### src/rtl/alu_req_arbiter.sv
// Two-requester round-robin front end for a shared registered ALU pipeline.
// Grants one op per cycle, tags it with its requester ID and routes results back.
module alu_req_arbiter #(
    parameter int N   = 4,
    parameter int LAT = 2
) (
    input  logic         clk,
    input  logic         reset,
    input  logic         req0_valid,
    output logic         req0_ready,
    input  logic [N-1:0] req0_a,
    input  logic [N-1:0] req0_b,
    input  logic [2:0]   req0_op,
    input  logic         req1_valid,
    output logic         req1_ready,
    input  logic [N-1:0] req1_a,
    input  logic [N-1:0] req1_b,
    input  logic [2:0]   req1_op,
    output logic         issue_valid,
    output logic [N-1:0] issue_a,
    output logic [N-1:0] issue_b,
    output logic [2:0]   issue_op,
    output logic         issue_sum,
    output logic         issue_rest,
    input  logic [N-1:0] alu_result,
    input  logic [3:0]   alu_flags,
    output logic         rsp0_valid,
    output logic         rsp1_valid,
    output logic [N-1:0] rsp_result,
    output logic [3:0]   rsp_flags,
    input  logic         flush_req,
    output logic         flush_done,
    output logic         busy
);

    localparam logic [1:0] ST_RUN   = 2'd0;
    localparam logic [1:0] ST_DRAIN = 2'd1;
    localparam logic [1:0] ST_DONE  = 2'd2;

    logic [1:0]     state;
    logic           last_id;
    logic           grant_vld_p0;
    logic           grant_id_p0;
    logic [N-1:0]   grant_a_p0;
    logic [N-1:0]   grant_b_p0;
    logic [2:0]     grant_op_p0;
    logic [LAT-1:0] tag_vld_p;
    logic [LAT-1:0] tag_id_p;
    logic           tail_vld;
    logic           tail_id;

    function automatic logic [1:0] decode_op(input logic [2:0] op);
        return {op == 3'b000, op == 3'b001};
    endfunction

    // Stage p0: grant selection and operand mux (combinational)
    always_comb begin
        grant_vld_p0 = 1'b0;
        grant_id_p0  = 1'b0;
        if (state == ST_RUN && !flush_req) begin
            if (req0_valid && req1_valid) begin
                grant_vld_p0 = 1'b1;
                grant_id_p0  = ~last_id;
            end else if (req0_valid) begin
                grant_vld_p0 = 1'b1;
            end else if (req1_valid) begin
                grant_vld_p0 = 1'b1;
                grant_id_p0  = 1'b1;
            end
        end
    end

    assign grant_a_p0  = grant_id_p0 ? req1_a  : req0_a;
    assign grant_b_p0  = grant_id_p0 ? req1_b  : req0_b;
    assign grant_op_p0 = grant_id_p0 ? req1_op : req0_op;
    assign req0_ready  = grant_vld_p0 & ~grant_id_p0;
    assign req1_ready  = grant_vld_p0 &  grant_id_p0;

    // Stage p1: issue register feeding the ALU
    always_ff @(posedge clk or posedge reset) begin
        if (reset) begin
            issue_valid <= 1'b0;
            issue_a     <= '0;
            issue_b     <= '0;
            issue_op    <= '0;
            issue_sum   <= 1'b0;
            issue_rest  <= 1'b0;
        end else begin
            issue_valid <= grant_vld_p0;
            if (grant_vld_p0) begin
                issue_a                 <= grant_a_p0;
                issue_b                 <= grant_b_p0;
                issue_op                <= grant_op_p0;
                {issue_sum, issue_rest} <= decode_op(grant_op_p0);
            end
        end
    end

    // Reset leaves last_id at 1 so requester 0 wins the first tie.
    always_ff @(posedge clk or posedge reset) begin
        if (reset) begin
            last_id <= 1'b1;
        end else if (grant_vld_p0) begin
            last_id <= grant_id_p0;
        end
    end

    // Tag pipe loads alongside the issue register so the tail lines up with alu_result.
    always_ff @(posedge clk or posedge reset) begin
        if (reset) begin
            tag_vld_p <= '0;
            tag_id_p  <= '0;
        end else begin
            tag_vld_p[0] <= grant_vld_p0;
            tag_id_p[0]  <= grant_id_p0;
            for (int i = 1; i < LAT; i++) begin
                tag_vld_p[i] <= tag_vld_p[i-1];
                tag_id_p[i]  <= tag_id_p[i-1];
            end
        end
    end

    assign tail_vld = tag_vld_p[LAT-1];
    assign tail_id  = tag_id_p[LAT-1];
    assign busy     = issue_valid | (|tag_vld_p);

    // Response stage: capture ALU output and steer the pulse by tag
    always_ff @(posedge clk or posedge reset) begin
        if (reset) begin
            rsp0_valid <= 1'b0;
            rsp1_valid <= 1'b0;
            rsp_result <= '0;
            rsp_flags  <= '0;
        end else begin
            rsp0_valid <= tail_vld & ~tail_id;
            rsp1_valid <= tail_vld &  tail_id;
            if (tail_vld) begin
                rsp_result <= alu_result;
                rsp_flags  <= alu_flags;
            end
        end
    end

    always_ff @(posedge clk or posedge reset) begin
        if (reset) begin
            state      <= ST_RUN;
            flush_done <= 1'b0;
        end else begin
            flush_done <= 1'b0;
            case (state)
                ST_RUN:   if (flush_req) state <= ST_DRAIN;
                ST_DRAIN: if (!busy) begin
                    state      <= ST_DONE;
                    flush_done <= 1'b1;
                end
                ST_DONE:  state <= ST_RUN;
                default:  state <= ST_RUN;
            endcase
        end
    end

endmodule

### config.mk
export PLATFORM = sky130hd
export DESIGN_NAME = alu_req_arbiter
export DESIGN_NICKNAME = d
export VERILOG_FILES = /design/src/rtl/alu_req_arbiter.sv
export SDC_FILE = /design/constraint.sdc
export NUM_CORES = 1
export LEC_CHECK = 0
export CAP_MARGIN = 5
export CORE_MARGIN = 2
export CORE_UTILIZATION = 25
export CTS_CLUSTER_DIAMETER = 50
export CTS_CLUSTER_SIZE = 25
export DETAILED_ROUTE_END_ITERATION = 6
export GPL_ROUTABILITY_DRIVEN = 1
export PLACE_DENSITY_LB_ADDON = 0.2
export SLEW_MARGIN = 10
export SYNTH_ARGS = -nofsm -noshare
export SYNTH_HDL_FRONTEND = slang
export SYNTH_SLANG_ARGS = --single-unit
export TNS_END_PERCENT = 50
### constraint.sdc
create_clock -name clk -period 4.4 [get_ports clk]
set_clock_uncertainty 0.1 [all_clocks]
set_input_delay 1.32 -clock clk [delete_from_list [all_inputs] [get_ports clk]]
set_output_delay 1.32 -clock clk [all_outputs]
set_load 0.01 [all_outputs]
Word level (Yosys, flattened, before mapping)
Index checks and enable logic that the tools add are counted.

word-level totals
  word-level logic and storage cells = 49
  input port bits = 35
  output and inout bits = 28
  register bits after elaboration = 32

cells by class
  bitwise gates (word level) = 8
  reductions and logical operators = 7
  multiplexer cells = 15
  equal/unequal tests = 4

operators with widths
  cell                                            count
  two-way mux 1 bit                               9
  two-way mux 4 bit                               2
  AND 1 bit                                       4
  two-way mux 2 bit                               2
  != test 2 bit (second input constant)           2
  case mux 2 bit (2 select lines)                 1
  == test 3 x 1 -> 1 bit (second input constant)  1
  zero test 3 bit                                 1
  two-way mux 3 bit                               1
  inverter 1 bit                                  3
  == test 2 x 1 -> 1 bit (second input constant)  1
  logical AND 1 bit                               2
  zero test 2 bit                                 1
  AND reduction 2 bit                             1
  OR reduction 2 bit                              1
  zero test 1 bit                                 1
  OR 1 bit                                        1

Logic depth before layout (Yosys ltp)
  depth after elaboration = 6
  depth in mapped cells = 6
  mapped depth without buffers = 4

Worst setup path before layout
OpenSTA, ideal clock, no wires.

  path kind = input port to output port
  start = input req1_valid
  end = output req0_ready
  path buffers = 1
  data required time = 2.980 ns
  setup slack = 0.918 ns
  cell stages on the path = 4
  arrival time = 2.062 ns
  path through = a21bo_1 -> buf_2 -> nor4_4 -> nor2_1

on the way
  word-level cells in the longest chain between the ends = 6
  elaborated cells on any way between the ends = 10
  classes of those cells = mux (7); bitwise (2); reduce/logical (1)

RTL lines
  item               line  RTL
  from (decl)        14    input logic req1_valid,
  two-way mux 1 bit  66    end else if (req1_valid) begin
  two-way mux 1 bit  64    end else if (req0_valid) begin
  two-way mux 1 bit  61    if (req0_valid && req1_valid) begin
  two-way mux 1 bit  60    if (state == ST_RUN && !flush_req) begin
  inverter 1 bit     76    assign req0_ready = grant_vld_p0 & ~grant_id_p0;
  AND 1 bit (*)      76
  to (decl)          10    output logic req0_ready,

Every way passes the cells marked *; elsewhere a longest branch is shown, timed or not.

Worst setup path after layout
Same ends and word-level chain as after synthesis.

==> flow_summary.yaml <==
global_routing:
  grt-ovfl-total: 0
  grt_usage_pct: 12.1
  grt_pass1_vias: 1102
  grt_pass1_wl_mm: 4.95
  antenna_found_initial: 0
  grt_start_max_net_pins: 26
power_and_ir_drop:
  leakage_uw: 0.000884
  p_comb_share_pct: 41.7
  vdd_drop_max_uv: 220
  switching_share_pct: 30.9
  power_frac_clock_pct: 19.3
  power_per_cell_area_mw_per_mm2: 618
  p_sw_uw: 392
  power_report.internal_total_uw: 878
  seqPwrFrac_pct: 39.0
finish:
  drive_above_1_share_pct: 14.1
  nets: 204
  final_common_cell: "clkdlybuf4s50_1"
  fin_util_pct: 43.5
  diodes: 0
  mostFrequentLayoutCells: "62 x clkdlybuf4s50_1, 30 x dfrtp_1, 10 x nand2_1"
  layout.cells.non_filler: 237
  areaGrowthSynthToFinish_pct: 67.1
  fillers: 452
drt:
  route.detailed.drc: 0
  dr_total_vias: 1042
  drt-initial-drc-count: 15
  viasPerCell: 4.40
  ant_nets: 0
  wl_per_cell_um: 12.8
  drt-total-wl_mm: 3.04
  dr.pass1.iters: 2
setup_path:
  cp-startpoint: "req1_valid"
  timing.critical_path.required_ns: 2.98
  critical_path_arrival_ns: 2.83
  start_kind: "input pin"
  endpoint_kind: "output pin"
  r2r_cells: 4
  path_class: "in -> out"
  critPathMaxFanout: 3
  r2r-start: "state[1]"
die:
  die-area_mm2: 0.00550
  dieHeight_um: 74.2
  dieWidth_um: 74.2
  core-area_mm2: 0.00472
  io_pins: 63
  rows: 25
  initial_utilization_pct: 26.1
placement:
  portBuffers: 62
  dp_slack_ns: 0.136
  post-dp-hpwl_mm: 2.22
  dpl.cell_count: 229
  gp_congestion: 0.674
timing:
  min_period_ns: 4.25
  hold_viol: 0
  max_freq_ghz: 0.235
  finalCritPeriodShare_pct: 96.7
  slew_headroom_pct: 35.3
  tightest_slew_ns: 0.969
  tns_ns: 0
  maxSlewViolCount: 0
  setup_violations: 0
  setup_ws_ns: 0.147
  rsz0062_at_grt: "no"
yosys:
  synthTopCellsByArea: "dfrtp_1 61%, mux2_2 7.3%, o21ai_1 4.1%"
  ys_seq_area_share_pct: 63.1
  ys_seq_elements: 31
  yosysTopAreaCell: "dfrtp_1"
  synth_top_area_share_pct: 61.0
  synth_cells: 99
  syn_nets: 134
  syn_area_mm2: 0.00123
  yosys_warnings: 0
  synth_area_per_cell_um2: 12.4
  yosysUniqueCellTypes: 24
worst_hold_path:
  hp-class: "reg -> reg"
  hold_path_depth: 0
  hp-start: "tag_id_p[0]"
clock_network:
  cts-htree-levels: 2
  path_clk_slew_ns: 0.06
  clkSinkCount: 31
  clk_latency_ns: 0.28
  cts_root_buf: "clkbuf_8"
  cts_resized: 0
  post_cts_buffers: 0
  clockBufferDepth: 2
  cts_tree: "done"
  ctsHoldBuffers: 0
  cts-buffers-inserted: 5
outcome:
  outcome: "completed"
run:
  maxCapViolCount: 0
cell families after synthesis:
kind of cell | Yosys count | share of synthesized area, %
AND/OR/NAND/NOR | 22 | 9.65
flip-flops | 31 | 63.1
multiplexers | 11 | 9.76
AO/OA/AOI/OAI | 27 | 14.3
buffers and inverters | 8 | 3.15
power by group through the flow:
stage               Sequential, uW  Combinational (uW)  Clock [uW]
finish                         495                 530         246
global route                   513                 580         269
detailed placement             499                 537           0
floorplan                      532                 194           0
global placement               493                 528           0
CTS                            497                 539         258
synthesized netlist by cell type, drive strengths merged:
cell / instances
nor3: 1
a211oi: 1
a21oi: 1
nor2: 4
nor3b: 2
o21ai: 10
dfstp: 1
inv: 3
nor2b: 1
a21o: 5
mux2: 8
clkbuf: 3
nor4: 2
mux2i: 3
a21bo: 1
dfrtp: 30
or3: 1
a22o: 4
o22ai: 5
and2: 1
buf: 2
nand2: 10
cell type report:
class                           count  area, um^2  share of cell area [%]
Sequential cell                    31         777                    37.8
Timing Repair Buffer               68         666                    32.4
Multi-Input combinational cell     60         419                    20.4
Clock buffer                        8         100                    4.87
Tap cell                           67        83.8                    4.08
Inverter                            3        11.3                   0.547
flip-flops by register name, summed over array words and instances (netlist names):
name,cells
issue_sum,1
tag_vld_p,2
issue_a,4
rsp_flags,4
flush_done,1
last_id,1
state,2
issue_b,4
rsp0_valid,1
rsp_result,4
rsp1_valid,1
tag_id_p,2
issue_op,3
issue_rest,1
per-layer routing:
| layer | vias up | global-route usage, % | wire [um] |
|---|---|---|---|
| met5 | - | 0 | 0 |
| met4 | 0 | 3.23 | 40 |
| met3 | 6 | 7.05 | 332 |
| met2 | 56 | 18.7 | 1330 |
| met1 | 490 | 14.5 | 1340 |
| li1 | 490 | - | - |
critical path, stage by stage:
cell and delay (ns):
clkdlybuf4s50_1 0.49, a21bo_1 0.26, nor4_4 0.17, nor2_1 0.11, clkdlybuf4s50_1 0.49
worst paths after layout:
| check | to | slack [ns] |
|---|---|---|
| worst max-delay path | req0_ready | 0.15 |
| worst min-delay path | tag_id_p[1] | 0.25 |
| worst max register to register | issue_sum | 2.68 |
| worst min register to register | tag_id_p[1] | 0.25 |
| max in group asynchronous | issue_op[1] | 2.07 |
| min in group asynchronous | rsp_result[2] | 1.47 |
per-stage QoR:
step	area [um^2]	hold slack, ns	power, uW
3_3_place_gp	1960	0.233	1020
6_report	2060	0.248	1270
3_5_place_dp	1960	0.236	1040
5_1_grt	2060	0.254	1360
4_1_cts	2060	0.252	1290
2_1_floorplan	1230	0.231	726
Note: power is estimated with default switching activity, not from simulation.
